## src/rtl/aes_pkg.sv

```systemverilog
// Shared AES helpers: GF(2^8) arithmetic over x^8+x^4+x^3+x+1 and the
// InvMixColumns control states. Encrypt-side MixColumns reuses xtime from here.
package aes_pkg;

    localparam logic [7:0] AES_POLY_RED = 8'h1b;

    typedef enum logic [1:0] {
        IDLE,
        BUSY,
        DONE
    } imc_state_t;

    // Reduction depends only on the operand's own top bit.
    function automatic logic [7:0] xtime(input logic [7:0] x);
        xtime = {x[6:0], 1'b0} ^ (x[7] ? AES_POLY_RED : 8'h00);
    endfunction

    function automatic logic [7:0] gf_mul09(input logic [7:0] x);
        logic [7:0] x8;
        x8 = xtime(xtime(xtime(x)));
        gf_mul09 = x8 ^ x;
    endfunction

    function automatic logic [7:0] gf_mul0b(input logic [7:0] x);
        logic [7:0] x2;
        logic [7:0] x8;
        x2 = xtime(x);
        x8 = xtime(xtime(x2));
        gf_mul0b = x8 ^ x2 ^ x;
    endfunction

    function automatic logic [7:0] gf_mul0d(input logic [7:0] x);
        logic [7:0] x4;
        logic [7:0] x8;
        x4 = xtime(xtime(x));
        x8 = xtime(x4);
        gf_mul0d = x8 ^ x4 ^ x;
    endfunction

    function automatic logic [7:0] gf_mul0e(input logic [7:0] x);
        logic [7:0] x2;
        logic [7:0] x4;
        logic [7:0] x8;
        x2 = xtime(x);
        x4 = xtime(x2);
        x8 = xtime(x4);
        gf_mul0e = x8 ^ x4 ^ x2;
    endfunction

endpackage

```

## src/rtl/inv_mix_single_column.sv

```systemverilog
// Combinational InvMixColumns for one 4-byte column; byte 0 sits in [31:24].
module inv_mix_single_column
    import aes_pkg::*;
(
    input  logic [31:0] column,
    output logic [31:0] result
);

    logic [7:0] b0;
    logic [7:0] b1;
    logic [7:0] b2;
    logic [7:0] b3;

    assign b0 = column[31:24];
    assign b1 = column[23:16];
    assign b2 = column[15:8];
    assign b3 = column[7:0];

    // Rows of the circulant matrix {0e,0b,0d,09}
    assign result[31:24] = gf_mul0e(b0) ^ gf_mul0b(b1) ^ gf_mul0d(b2) ^ gf_mul09(b3);
    assign result[23:16] = gf_mul09(b0) ^ gf_mul0e(b1) ^ gf_mul0b(b2) ^ gf_mul0d(b3);
    assign result[15:8]  = gf_mul0d(b0) ^ gf_mul09(b1) ^ gf_mul0e(b2) ^ gf_mul0b(b3);
    assign result[7:0]   = gf_mul0b(b0) ^ gf_mul0d(b1) ^ gf_mul09(b2) ^ gf_mul0e(b3);

endmodule

```

## src/rtl/inv_mix_columns.sv

```systemverilog
// Iterative InvMixColumns: one shared column unit rewrites the state register
// in place, one column per cycle, then holds the result until accepted.
module inv_mix_columns
    import aes_pkg::*;
(
    input  logic         clk,
    input  logic         rst,
    input  logic         in_valid,
    output logic         in_ready,
    input  logic [127:0] in_data,
    output logic         out_valid,
    input  logic         out_ready,
    output logic [127:0] out_data
);

    imc_state_t   state;
    logic [1:0]   col;
    logic [127:0] data;
    logic [31:0]  col_in;
    logic [31:0]  col_out;

    always_comb begin
        col_in = data[127:96];
        case (col)
            2'd0: col_in = data[127:96];
            2'd1: col_in = data[95:64];
            2'd2: col_in = data[63:32];
            2'd3: col_in = data[31:0];
            default: col_in = data[127:96];
        endcase
    end

    inv_mix_single_column u_column (
        .column (col_in),
        .result (col_out)
    );

    // out_ready reaches in_ready only in DONE, enabling same-edge handover.
    assign in_ready  = (state == IDLE) || ((state == DONE) && out_ready);
    assign out_valid = (state == DONE);
    assign out_data  = data;

    always_ff @(posedge clk or negedge rst) begin
        if (!rst) begin
            state <= IDLE;
            col   <= 2'd0;
            data  <= 128'd0;
        end else begin
            case (state)
                IDLE: begin
                    if (in_valid) begin
                        data  <= in_data;
                        col   <= 2'd0;
                        state <= BUSY;
                    end
                end
                BUSY: begin
                    case (col)
                        2'd0: data[127:96] <= col_out;
                        2'd1: data[95:64]  <= col_out;
                        2'd2: data[63:32]  <= col_out;
                        2'd3: data[31:0]   <= col_out;
                        default: data[127:96] <= col_out;
                    endcase
                    col <= col + 2'd1;
                    if (col == 2'd3) begin
                        state <= DONE;
                    end
                end
                DONE: begin
                    if (out_ready) begin
                        if (in_valid) begin
                            data  <= in_data;
                            col   <= 2'd0;
                            state <= BUSY;
                        end else begin
                            state <= IDLE;
                        end
                    end
                end
                default: begin
                    state <= IDLE;
                    col   <= 2'd0;
                end
            endcase
        end
    end

endmodule

```

## config.mk

```make
export PLATFORM = sky130hd
export DESIGN_NAME = inv_mix_columns
export DESIGN_NICKNAME = d
export VERILOG_FILES = /design/src/rtl/aes_pkg.sv /design/src/rtl/inv_mix_single_column.sv /design/src/rtl/inv_mix_columns.sv
export SDC_FILE = /design/constraint.sdc
export NUM_CORES = 1
export LEC_CHECK = 0
export ABC_AREA = 1
export BUFFER_PORTS_ARGS = -buffer_cell sky130_fd_sc_hd__buf_2
export CELL_PAD_IN_SITES_DETAIL_PLACEMENT = 1
export CELL_PAD_IN_SITES_GLOBAL_PLACEMENT = 1
export CORE_MARGIN = 2
export CORE_UTILIZATION = 35
export CTS_BUF_LIST = sky130_fd_sc_hd__clkbuf_4 sky130_fd_sc_hd__clkbuf_8
export DETAILED_ROUTE_END_ITERATION = 7
export GPL_TIMING_DRIVEN = 0
export PLACE_DENSITY_LB_ADDON = 0.1
export SLEW_MARGIN = 20
export SYNTH_ARGS = -nofsm -noshare
export SYNTH_HDL_FRONTEND = slang
export SYNTH_SLANG_ARGS = --single-unit
```

## constraint.sdc

```tcl
create_clock -name clk -period 2.36 [get_ports clk]
set_clock_uncertainty 0.2 [all_clocks]
set_input_delay 0 -clock clk [delete_from_list [all_inputs] [get_ports clk]]
set_output_delay 0 -clock clk [all_outputs]
set_load 0.05 [all_outputs]
```

== Word level (Yosys, flattened, before mapping) ==
Index checks and enable logic that the tools add are counted.

* Bits in registers: 132
* Input port bits: 132
* Output and inout port bits: 130
* Word-level logic and storage cells: 104

* Add/sub/neg operators: 1
* Eq/ne operators: 11
* Mux-type cells: 28
* Bitwise operators: 48
* Reductions and logical operators: 10

{| class="wikitable"
|+ Operators by type and width
! operator !! count
|-
| case mux 128 bit (3 select lines) || 1
|-
| bitwise XOR 8 bit || 48
|-
| two-way mux 128 bit || 2
|-
| two-way mux 32 bit || 4
|-
| case mux 32 bit (4 select lines) || 1
|-
| two-way mux 5 bit || 12
|-
| AND reduction 3 bit || 5
|-
| case mux 2 bit (3 select lines) || 2
|-
| two-way mux 2 bit || 5
|-
| inequality test 2 x 1 -> 1 bit (second input constant) || 4
|-
| equality test 2 bit (second input constant) || 3
|-
| equality test 2 x 1 -> 1 bit (second input constant) || 2
|-
| logical NOT 2 bit || 2
|-
| inequality test 2 bit (second input constant) || 2
|-
| nonzero test 3 bit || 1
|-
| adder 2 x 1 -> 2 bit (second input constant) || 1
|-
| logical AND 1 bit || 1
|-
| logical OR 1 bit || 1
|-
| two-way mux 1 bit || 1
|}

== Longest topological paths before layout ==
Gate-level depths: netlist of the first run.

* Depth after elaboration: 15
* Mapped depth: 22
* Gate-level depth less buffers: 20

== Hierarchy ==
Synthesis of the first run repeated with hierarchy kept, for this count alone.

* Cell total of the unflattened synthesis: 1743
* Area, all modules: 10938.0 um^2

{| class="wikitable"
|+ Modules (own cells, without submodules)
! module !! instances !! cells an instance !! area each (um^2) !! seq. area each (um^2)
|-
| inv_mix_columns || 1 || 1085 || 7418.4 || 3303.2
|-
| inv_mix_single_column || 1 || 658 || 3519.6 || 0.0
|}

== Least setup slack after synthesis of the first run ==
OpenSTA, ideal clock, no wires.

* Kind: flip-flop to flip-flop
* Start: register col[0]
* End: register data[17], in the netlist out_data[17]
* Library setup time: 0.122 ns
* Arrival time: 2.278 ns
* Data required time: 2.038 ns
* Slack: -0.241 ns
* Cell stages (with the launch flop): 15
* Buffers on the path: 2
* Clock period less this slack: 2.601 ns
* Path through: dfrtp_1 > inv_1 > ha_1 > buf_4 > buf_6 > nand2_1 > nand2_1 > o21bai_2 > nand3_1 > nand3_1 > nand2_2 > xnor2_1 > or2_0 > nand3_2 > a21oi_1

* Word-level cells in the longest chain between the ends: 13
* Elaborated cells between the ends (all ways): 42
* Classes of those cells: 4 x eq/ne; 14 x mux; 22 x bitwise; 2 x reduce/logical

{| class="wikitable"
|+ RTL lines
! element !! RTL line !! source
|-
| start, declared || inv_mix_columns.sv:17 || <nowiki>logic [1:0] col;</nowiki>
|-
| start signal, assigned || inv_mix_columns.sv:65 || <nowiki>col <= col + 2'd1;</nowiki>
|-
| equality test 2 bit, or another cell as far along || inv_mix_columns.sv:24, inv_mix_columns.sv:58 ||
|-
| case mux 32 bit (4 select lines) || inv_mix_columns.sv:24 || <nowiki>case (col)</nowiki>
|-
| bitwise XOR 8 bit || aes_pkg.sv:15 || <nowiki>xtime = {x[6:0], 1'b0} ^ (x[7] ? AES_POLY_RED : 8'h00);</nowiki>
|-
| two-way mux 5 bit or bitwise XOR 8 bit (tied branches) || aes_pkg.sv:15 ||
|-
| bitwise XOR 8 bit or two-way mux 5 bit (tied branches) || aes_pkg.sv:15 ||
|-
| bitwise XOR 8 bit || aes_pkg.sv:15 ||
|-
| bitwise XOR 8 bit (2 in a row) || aes_pkg.sv:47 || <nowiki>gf_mul0e = x8 ^ x4 ^ x2;</nowiki>
|-
| bitwise XOR 8 bit (3 in a row) || inv_mix_single_column.sv:21 || <nowiki>assign result[23:16] = gf_mul09(b0) ^ gf_mul0e(b1) ^ gf_mul0b(b2) ^ gf_mul0d(b3);</nowiki>
|-
| two-way mux 32 bit || inv_mix_columns.sv:58 || <nowiki>case (col)</nowiki>
|-
| case mux 128 bit (3 select lines) || inv_mix_columns.sv:49 || <nowiki>case (state)</nowiki>
|-
| end signal, assigned || inv_mix_columns.sv:52 || <nowiki>data <= in_data;</nowiki>
|-
| end signal, assigned || inv_mix_columns.sv:62 || <nowiki>2'd3: data[31:0] <= col_out;</nowiki>
|-
| end signal, assigned || inv_mix_columns.sv:73 || <nowiki>data <= in_data;</nowiki>
|-
| end, declared || inv_mix_columns.sv:18 || <nowiki>logic [127:0] data;</nowiki>
|}

Parallel ways exist; a longest one is shown, timed or not. The select of a mux whose other input is x is not followed.
A chain may end at the register's enable or synchronous reset.

== Final worst setup path of the first run ==
* Start: register col[0]
* End: register data[21], in the netlist out_data[21]

* Word-level cells in the longest chain between the ends: 13
* Elaborated cells between the ends (all ways): 39
* Classes of those cells: 4 x eq/ne; 11 x mux; 22 x bitwise; 2 x reduce/logical

{| class="wikitable"
|+ RTL lines
! element !! RTL line
|-
| equality test 2 bit, or another cell as far along || inv_mix_columns.sv:24, inv_mix_columns.sv:58
|-
| case mux 32 bit (4 select lines) || inv_mix_columns.sv:24
|-
| two-way mux 5 bit or bitwise XOR 8 bit (tied branches) || aes_pkg.sv:15
|-
| bitwise XOR 8 bit or two-way mux 5 bit (tied branches) || aes_pkg.sv:15
|-
| bitwise XOR 8 bit (2 in a row) || aes_pkg.sv:15
|-
| bitwise XOR 8 bit (2 in a row) || aes_pkg.sv:47
|-
| bitwise XOR 8 bit (3 in a row) || inv_mix_single_column.sv:21
|-
| two-way mux 32 bit || inv_mix_columns.sv:58
|-
| case mux 128 bit (3 select lines) || inv_mix_columns.sv:49
|}

Parallel ways exist; a longest one is shown, timed or not. The select of a mux whose other input is x is not followed.

==> results of run 1 <==
==> kinds of logic after synthesis <==
logic type                 Yosys count
and+or+nand+nor                    997
AOI/OAI and AO/OA                  324
buffers and inverters              264
DFF                                132
xor gates and xnor gates            98
adders and majority gates            5
==> cells in the final DEF, fill, tap and decap left out, drive strengths merged <==
cell type,synthesis,final
nand3,120,120
nand3b,6,6
o21ai,32,32
clkinv,1,10
xnor2,26,26
diode,0,1
ha,5,5
clkinvlp,0,3
a21oi,195,195
a22o,1,1
nand4,1,1
a31oi,1,1
o22ai,3,3
dlygate4sd3,0,132
nor2,117,117
a22oi,19,19
clkbuf,38,64
dfrtp,132,132
xor2,72,72
a21boi,53,53
or2,4,4
buf,22,489
o21bai,19,19
a21o,1,1
nand2,749,749
inv,203,203
==> cell type report <==
type,count,area (um2)
sequential,132,3310
buffer,60,478
fill,4036,12300
clock buffer,20,275
tap,442,553
inverter,204,807
timing repair buffer,605,4770
multi-input combinational,1424,9980
antenna,1,2.50
clock inverter,12,80.1
==> final timing paths <==
path / from / cells past startpoint / endpoint / slack (ps)
max reg2reg: col[0] / 16 / out_data[21] / -1130
min in group asynchronous: rst / 4 / out_data[20] / 400
min reg2reg: out_data[19] / 2 / out_data[19] / 370
max: col[0] / 16 / out_data[21] / -1130
min: in_data[116] / 4 / out_data[116] / 130
max in group asynchronous: rst / 4 / out_data[124] / 1100
==> synthesized netlist by cell type (all sizes together) <==
| library cell | instances | share of area |
|---|---|---|
| clkinv | 1 | 0.00032 |
| dfrtp | 132 | 0.29 |
| nand3b | 6 | 0.0042 |
| xnor2 | 26 | 0.020 |
| or2 | 4 | 0.0022 |
| o21bai | 19 | 0.019 |
| nand2 | 749 | 0.25 |
| nor2 | 117 | 0.046 |
| nand4 | 1 | 0.00054 |
| a22o | 1 | 0.00076 |
| clkbuf | 38 | 0.012 |
| nand3 | 120 | 0.059 |
| a22oi | 19 | 0.012 |
| xor2 | 72 | 0.058 |
| inv | 203 | 0.066 |
| buf | 22 | 0.015 |
| o21ai | 32 | 0.018 |
| o22ai | 3 | 0.0022 |
| a21oi | 195 | 0.085 |
| a21o | 1 | 0.00065 |
| ha | 5 | 0.0054 |
| a21boi | 53 | 0.035 |
| a31oi | 1 | 0.00054 |
==> worst max-delay path: cells and delay by family, from the launching register on <==
| family | cells | cell delay (ps) |
|---|---|---|
| adders and majority gates | 1 | 180 |
| xor gates and xnor gates | 1 | 190 |
| AOI/OAI and AO/OA | 2 | 680 |
| and+or+nand+nor | 9 | 1210 |
| DFF | 1 | 450 |
| buffers and inverters | 3 | 470 |
==> state kept, by name, indices dropped and copies added (netlist names) <==
register,count
out_data,128
col,2
state,2
==> per-stage QoR <==
stage	TNS, ps	setup WS [ps]	std cells	instance area, um2
6_report	-122320	-1130	2900	20300
5_1_grt	-126420	-1110	2900	20300
4_1_cts	-88570	-768	2786	17500
3_3_place_gp	-265090	-1280	2523	13700
2_1_floorplan	-17680	-182	1820	11800
3_5_place_dp	-148540	-1350	2524	13700
==> layer usage <==
layer	wire, um	up-vias	global-route usage
met3	9710	598	0.0671
met5	0	-	0
met4	8680	0	0.201
li1	-	6971	-
met1	28600	8494	0.492
met2	38000	1459	0.658
==> timing repair <==
action                                  CTS  global route
setup buffers                            94           107
pin swaps                                77           158
hold buffers                            133             0
endpoints found under the setup margin  130           130
cloned                                    3             6
hold endpoints to repair                264             0
gates resized for setup                 262           427
==> impl_metrics.ini, run 1 <==
[die]
placementRows = 66
fp.coreArea_um2 = 32500
initial_core_util = 0.356
num_io_pins = 262
die_x_um = 186
dieArea_um2 = 34600
die_height_um = 186

[routing]
ant_nets = 0
wirelength_um = 84900
drt_pass1_iterations = 8
vias = 17522
wl_per_cell_um = 29.3
vias_per_cell = 6.04
drc = 1
drtIter0Drc = 1666

[synthesis]
synth_top_family_by_area = simple AND/OR/NAND/NOR gates
synth-seq-cells = 132
synthesis.area_um2 = 11600
yosys.area_share.simple = 0.365
synthCells = 1820
yosysSeqAreaShare = 0.285
synth_nets = 1957
synthDistinctLibCells = 43
synthAdderAreaFrac = 0.00540
muxShareOfSynthArea = 0
synth_xor_area_frac = 0.0780
yosysWarnings = 0
avgSynthCellArea_um2 = 6.36
synth_compound_area_frac = 0.173

[clock_network]
cts_tree = done
clk_latency_ps = 510
h-tree-depth = 4
cts_made_buffers = 17
cts.sinks = 132
clockBufferDepth = 2
clk_pin_slew_ps = 90
clockRootBuffer = clkbuf_8

[placed_design]
place.gp.congestion = 0.980
place.port_buffers = 261
dp_hpwl_um = 48600

[critical_path]
crit_path_start_kind = register
crit_chain = buf_4 > ha_4 > buf_8 > buf_12 > nand2_1 > nand2_2 > o22ai_4 > nand2_2 > nand2_4 > nand2_1 > nand2_2 > xor2_1 > nand2_1 > nand3_1 > nand3_4 > a21oi_2
required_ps = 2590
worstPathMaxFanout = 10
worst_ep_arrival_time_ps = 3710
timing_worst_setup_path_type = reg2reg
critPathMaxStageDelay_ps = 450
slowest_stage = dfrtp_2
cp-end-kind = register

[global_routing]
grt_pass1_vias = 16102
antenna_found_initial = 1
grt_max_degree = 83
grt_overflow_total = 0
grtUsageTotal = 0.395
grt_pass1_wl_um = 99700

[sta]
finalSetupViolCount = 128
tightestPinTransition_ps = 928
fmax_ghz = 0.287
period_share = 1.48
min_period_ps = 3490
slew_violations = 0
relSlewSlack = 0.382
fin_worst_hold_slack_ps = 129
finalHoldViolCount = 0
grt_setup_unrepaired = yes
setup_slack_ps = -1130

[final_layout]
nets = 2581
syn2layout_area_growth_pct = 74.9
utilization = 0.623
drive_above_1_share = 0.455

[flow_run]
maxCapViolCount = 0

[outcome]
status = finished, violations left
violations = design-rule violations, negative setup slack

[hold_path]
min_path_type = in2reg
Power of run 1 is not shown: default switching activity piles up to over one toggle a cycle in this logic, so the estimate is an artifact.
==> run 2: changes to the inputs <==
--- a/config.mk
+++ b/config.mk
@@ -9,2 +9,3 @@
 export BUFFER_PORTS_ARGS = -buffer_cell sky130_fd_sc_hd__buf_2
+export CAP_MARGIN = 0
 export CELL_PAD_IN_SITES_DETAIL_PLACEMENT = 1
==> constraint.sdc (replaced) <==
create_clock -name clk -period 2.36 [get_ports clk]
set_clock_uncertainty 0.2 [all_clocks]
set_input_delay 0.118 -clock clk [delete_from_list [all_inputs] [get_ports clk]]
set_output_delay 0.118 -clock clk [all_outputs]
set_load 0.05 [all_outputs]
==> run 2 against run 1 <==
  * Wire length up 3.6%
  * Critical path type unchanged
  * Final cell count unchanged
  * Sequential share of layout area is 0.35 points lower
  * Die area stayed put
  * Core utilization increased by 1.4 points
  * Count of clock-buffer cells in the layout is the same
  * Register-to-register slack worse by 390 ps
  * Critical path depth up 3
  * Via count increased by 1.2%
  * Sequential cell count did not move
  * Worst setup slack got worse by 390 ps
  * The flow finishes with violations (negative setup slack)
  * Highest routed layer is now met5
==> impl_metrics.ini, run 2 (synthesized netlist as in run 1, its figures left out) <==
[routing]
ant_nets = 0
vias_per_cell = 6.12
vias = 17740
drc = 0
drtIter0Drc = 1818
wl_per_cell_um = 30.3
drt_pass1_iterations = 5
wirelength_um = 88000

[die]
dieArea_um2 = 34600
die_x_um = 186
die_height_um = 186
initial_core_util = 0.356
fp.coreArea_um2 = 32500
num_io_pins = 262
placementRows = 66

[global_routing]
top_usage_layer = met2
met2_usage = 0.657
grt_pass1_vias = 16104
gr-usage-met3 = 0.0736
grt_overflow_total = 0
grt_max_degree = 83
grtUsageTotal = 0.395
gr-usage-met1 = 0.488
grt_pass1_wl_um = 99600
antenna_found_initial = 1

[sta]
slew_violations = 0
finalHoldViolCount = 0
setup_slack_ps = -1510
finalSetupViolCount = 129
relSlewSlack = 0.395
period_share = 1.64
tightestPinTransition_ps = 907
grt_setup_unrepaired = yes
setup_tns_ps = -128640
fmax_ghz = 0.258
min_period_ps = 3870

[placed_design]
place.gp.congestion = 0.980
dp_hpwl_um = 48600
place.port_buffers = 261

[clock_network]
cts_made_buffers = 17
cts.sinks = 132
clockBufferDepth = 2
clk_pin_slew_ps = 90
cts_tree = done
clk_latency_ps = 500
clockRootBuffer = clkbuf_8
h-tree-depth = 4

[hold_path]
min_path_type = in2reg

[flow_run]
maxCapViolCount = 0

[final_layout]
drive_above_1_share = 0.484
utilization = 0.636
num-fill-cells = 4024
nets = 2581
syn2layout_area_growth_pct = 78.8
largest_reg_flops = 128
most-common-layout-cells = nand2_1 (444), buf_2 (264), nand2_2 (220)
final_common_cell = nand2_1

[critical_path]
worstPathMaxFanout = 5
timing_worst_setup_path_type = reg2reg
cp-end-kind = register
required_ps = 2560
worst_ep_arrival_time_ps = 4070
crit_path_start_kind = register

[outcome]
status = finished, violations left
violations = negative setup slack
-- run 2: changes by cell type in the layout (fill, tap and decap cells not counted), sizes merged --
cell,change
clkbuf,-1
buf,+1
clkinv,-1
inv,+1
-- run 2: final timing paths --
path	startpoint	end	slack [ps]	depth (start not counted)
worst min-delay path	in_data[62]	out_data[62]	260	4
worst max register to register	col[0]	out_data[99]	-1510	19
worst max-delay path	col[0]	out_data[99]	-1510	19
max in group asynchronous	rst	out_data[18]	670	4
min in group asynchronous	rst	out_data[62]	450	3
worst min register to register	out_data[19]	out_data[19]	360	2
-- run 2: critical path: stages (launching register included) --
cell and delay (ps):
dfrtp_2 450, inv_4 100, ha_4 170, buf_8 160
nand2_1 120, nand2_2 190, nor2_4 70, nor2_4 300
nand2_1 170, nand2_2 120, nand2_2 110, nand2_4 130
nand2_1 150, nand3_1 400, nand2_2 190, inv_2 100
nand2_1 60, nand3b_1 120, nand3_4 160, a21oi_1 260
-- run 2: per-layer routing --
layer,wire length (um),up-vias
met3,10700,686
met4,9500,4
li1,-,6957
met5,149,-
met1,28900,8583
met2,38700,1510
-- run 2: timing repair --
| item | CTS | global route |
|---|---|---|
| gates resized for setup | 262 | 532 |
| pin swaps | 77 | 218 |
| hold endpoints to repair | 264 | 0 |
| gates cloned | 3 | 6 |
| endpoints found under the setup margin | 130 | 130 |
| hold buffers | 132 | 0 |
| buffers inserted | 94 | 110 |
-- run 2: cell type report --
cell class              count  area [um2]  area share
well taps                 442         553      0.0267
clock inverters            12        80.1     0.00387
repair buffers            605        4740       0.229
inverters                 204         807      0.0390
clock buffers              20         275      0.0133
plain buffers              60         484      0.0234
flip-flops and latches    132        3310       0.160
diodes                      1        2.50    0.000121
multi-input cells        1424       10500       0.505
-- run 2: per-stage QoR --
| step | instance area (um2) | cells | setup slack [ps] | hold WS, ps |
|---|---|---|---|---|
| after global routing | 20700 | 2900 | -1500 | 297 |
| final | 20700 | 2900 | -1510 | 257 |
| after detailed placement | 13700 | 2524 | -1350 | -146 |
| after floorplan | 11800 | 1820 | -182 | -378 |
| after CTS | 17500 | 2785 | -768 | 244 |
| after global placement | 13700 | 2523 | -1280 | 214 |
Power of run 2 is left out for the same reason.
==> run 3: changes to the inputs <==
Settings changed: RECOVER_POWER set to 25.
==> run 3 against run 2 <==
  * The flow still finishes with violations (negative setup slack)
  * Sequential cell count did not move
  * Register-to-register slack about the same
  * Worst setup slack worse by 8.7 ps
  * Sequential share of layout area barely moved
  * First-iteration DRC count decreased by 0.39%
  * Final cell count barely moved
  * Global-route usage unchanged
  * Wire length hardly changed
  * Core utilization decreased by 0.085 points
  * Hold slack worse by 5.9 ps
==> impl_metrics.ini, run 3 (synthesized netlist as in run 1, its figures left out) <==
[clock_network]
cts_made_buffers = 17
clk_pin_slew_ps = 80
clockRootBuffer = clkbuf_8
h-tree-depth = 4
clockBufferDepth = 2
cts.sinks = 132
clk_latency_ps = 510
cts_tree = done

[hold_path]
hold_end = out_data[62]
min_from = in_data[62]
hold_depth = 4
min_path_type = in2reg

[die]
initial_core_util = 0.356
dieArea_um2 = 34600
die_x_um = 186
num_io_pins = 262
die_height_um = 186
fp.coreArea_um2 = 32500
placementRows = 66

[sta]
finalHoldViolCount = 0
slew_violations = 0
fin_worst_hold_slack_ps = 251
setup_tns_ps = -127620
relSlewSlack = 0.0498
min_period_ps = 3880
finalSetupViolCount = 148
tightestPinTransition_ps = 1430
grt_setup_unrepaired = yes
period_share = 1.64
fmax_ghz = 0.258
setup_slack_ps = -1520

[routing]
drc = 0
wirelength_um = 87900
vias_per_cell = 6.10
vias = 17685
drtIter0Drc = 1811
ant_nets = 0
wl_per_cell_um = 30.3
drt_pass1_iterations = 6

[critical_path]
rrSetupSlack_ps = -1520
startpoint = col[0]
cp_top_family = simple AND/OR/NAND/NOR gates
reg2reg_depth = 19
cp-end-kind = register
timing.rr.end = out_data[99]
crit_path_start_kind = register
crit_chain = inv_4 > ha_4 > buf_8 > nand2_1 > nand2_2 > nor2_4 > nor2_4 > nand2_1 > nand2_2 > nand2_2 > nand2_4 > nand2_1 > nand3_1 > nand2_2 > inv_2 > nand2_1 > nand3b_1 > nand3_4 > a21oi_1
worst_ep_arrival_time_ps = 4080
r2r_start = col[0]
slowest_stage = dfrtp_2
cp_num_buf_inv = 3
required_ps = 2560
timing_worst_setup_path_type = reg2reg
critPathMaxStageDelay_ps = 450
worstPathMaxFanout = 5

[placed_design]
placed_cells = 2524
dp_hpwl_um = 48600
place.port_buffers = 261
place.gp.congestion = 0.980

[global_routing]
grtUsageTotal = 0.395
grt_max_degree = 83
grt_overflow_total = 0
antenna_found_initial = 1
grt_pass1_vias = 16104
grt_pass1_wl_um = 99600

[final_layout]
num-fill-cells = 4035
nets = 2581
drive_above_1_share = 0.477
syn2layout_area_growth_pct = 78.5
largest_reg_flops = 128
finalNonFillerCells = 2901
most-common-layout-cells = nand2_1 (444), buf_2 (248), nand2_2 (220)
final_common_cell = nand2_1

[outcome]
violations = negative setup slack
status = finished, violations left

[flow_run]
maxCapViolCount = 0
==> run 3: cell count changes in the layout (fill, tap and decap cells not counted) <==
cell / previous run / this run
buf_8: 5 / 4
clkbuf_1: 37 / 53
clkbuf_2: 1 / 2
diode_2: 1 / 2
buf_2: 264 / 248
==> run 3: through the flow <==
step / setup slack [ps] / utilization / instance area [um2]
after floorplan: -182 / - / 11800
after global placement: -1280 / 0.420 / 13700
after detailed placement: -1350 / 0.421 / 13700
after CTS: -768 / 0.536 / 17500
after global routing: -1500 / 0.635 / 20700
final: -1520 / 0.636 / 20700
==> run 3: routing by layer <==
metal / part of all wire / vias up / routed length (um) / global-route usage
met2: 0.44 / 1492 / 38900 / 0.657
met4: 0.10 / 4 / 9150 / 0.201
met5: 0.0017 / - / 149 / 0
li1: - / 6957 / - / -
met1: 0.34 / 8615 / 29500 / 0.488
met3: 0.12 / 617 / 10200 / 0.0736
==> run 3: worst max-delay path by stage <==
stage          depth (start not counted)            end  slack, ps
4_1_cts                               19   out_data[51]       -770
3_3_place_gp                          18  out_data[115]      -1280
3_5_place_dp                          17  out_data[114]      -1350
5_1_grt                               19   out_data[99]      -1500
6_report                              19   out_data[99]      -1520
2_1_floorplan                         17    out_data[9]       -180
==> run 3: repair_timing <==
item	in CTS	in global routing
hold buffers	132	0
gates resized for setup	262	532
gates cloned	3	6
endpoints found under the setup margin	130	130
buffers inserted	94	110
pin swaps	77	218
hold endpoints to repair	264	0
==> run 3: final cells by class <==
| class | count | area [um2] | area share |
|---|---|---|---|
| clock buffer | 20 | 275 | 0.0133 |
| timing repair buffer | 605 | 4710 | 0.228 |
| clock inverter | 12 | 80.1 | 0.00387 |
| inverter | 204 | 807 | 0.0390 |
| sequential | 132 | 3310 | 0.160 |
| multi-input combinational | 1424 | 10500 | 0.506 |
| tap | 442 | 553 | 0.0267 |
| antenna | 2 | 5.00 | 0.000242 |
| buffer | 60 | 484 | 0.0234 |
==> run 3: worst register-to-register path, stage by stage, from the launching register on <==
cell and delay, ps:
dfrtp_2 450, inv_4 100, ha_4 170, buf_8 160, nand2_1 120, nand2_2 190, nor2_4 70, nor2_4 300
nand2_1 180, nand2_2 120, nand2_2 110, nand2_4 130, nand2_1 150, nand3_1 410, nand2_2 200, inv_2 100
nand2_1 60, nand3b_1 130, nand3_4 170, a21oi_1 270
Power of run 3 is left out for the same reason.
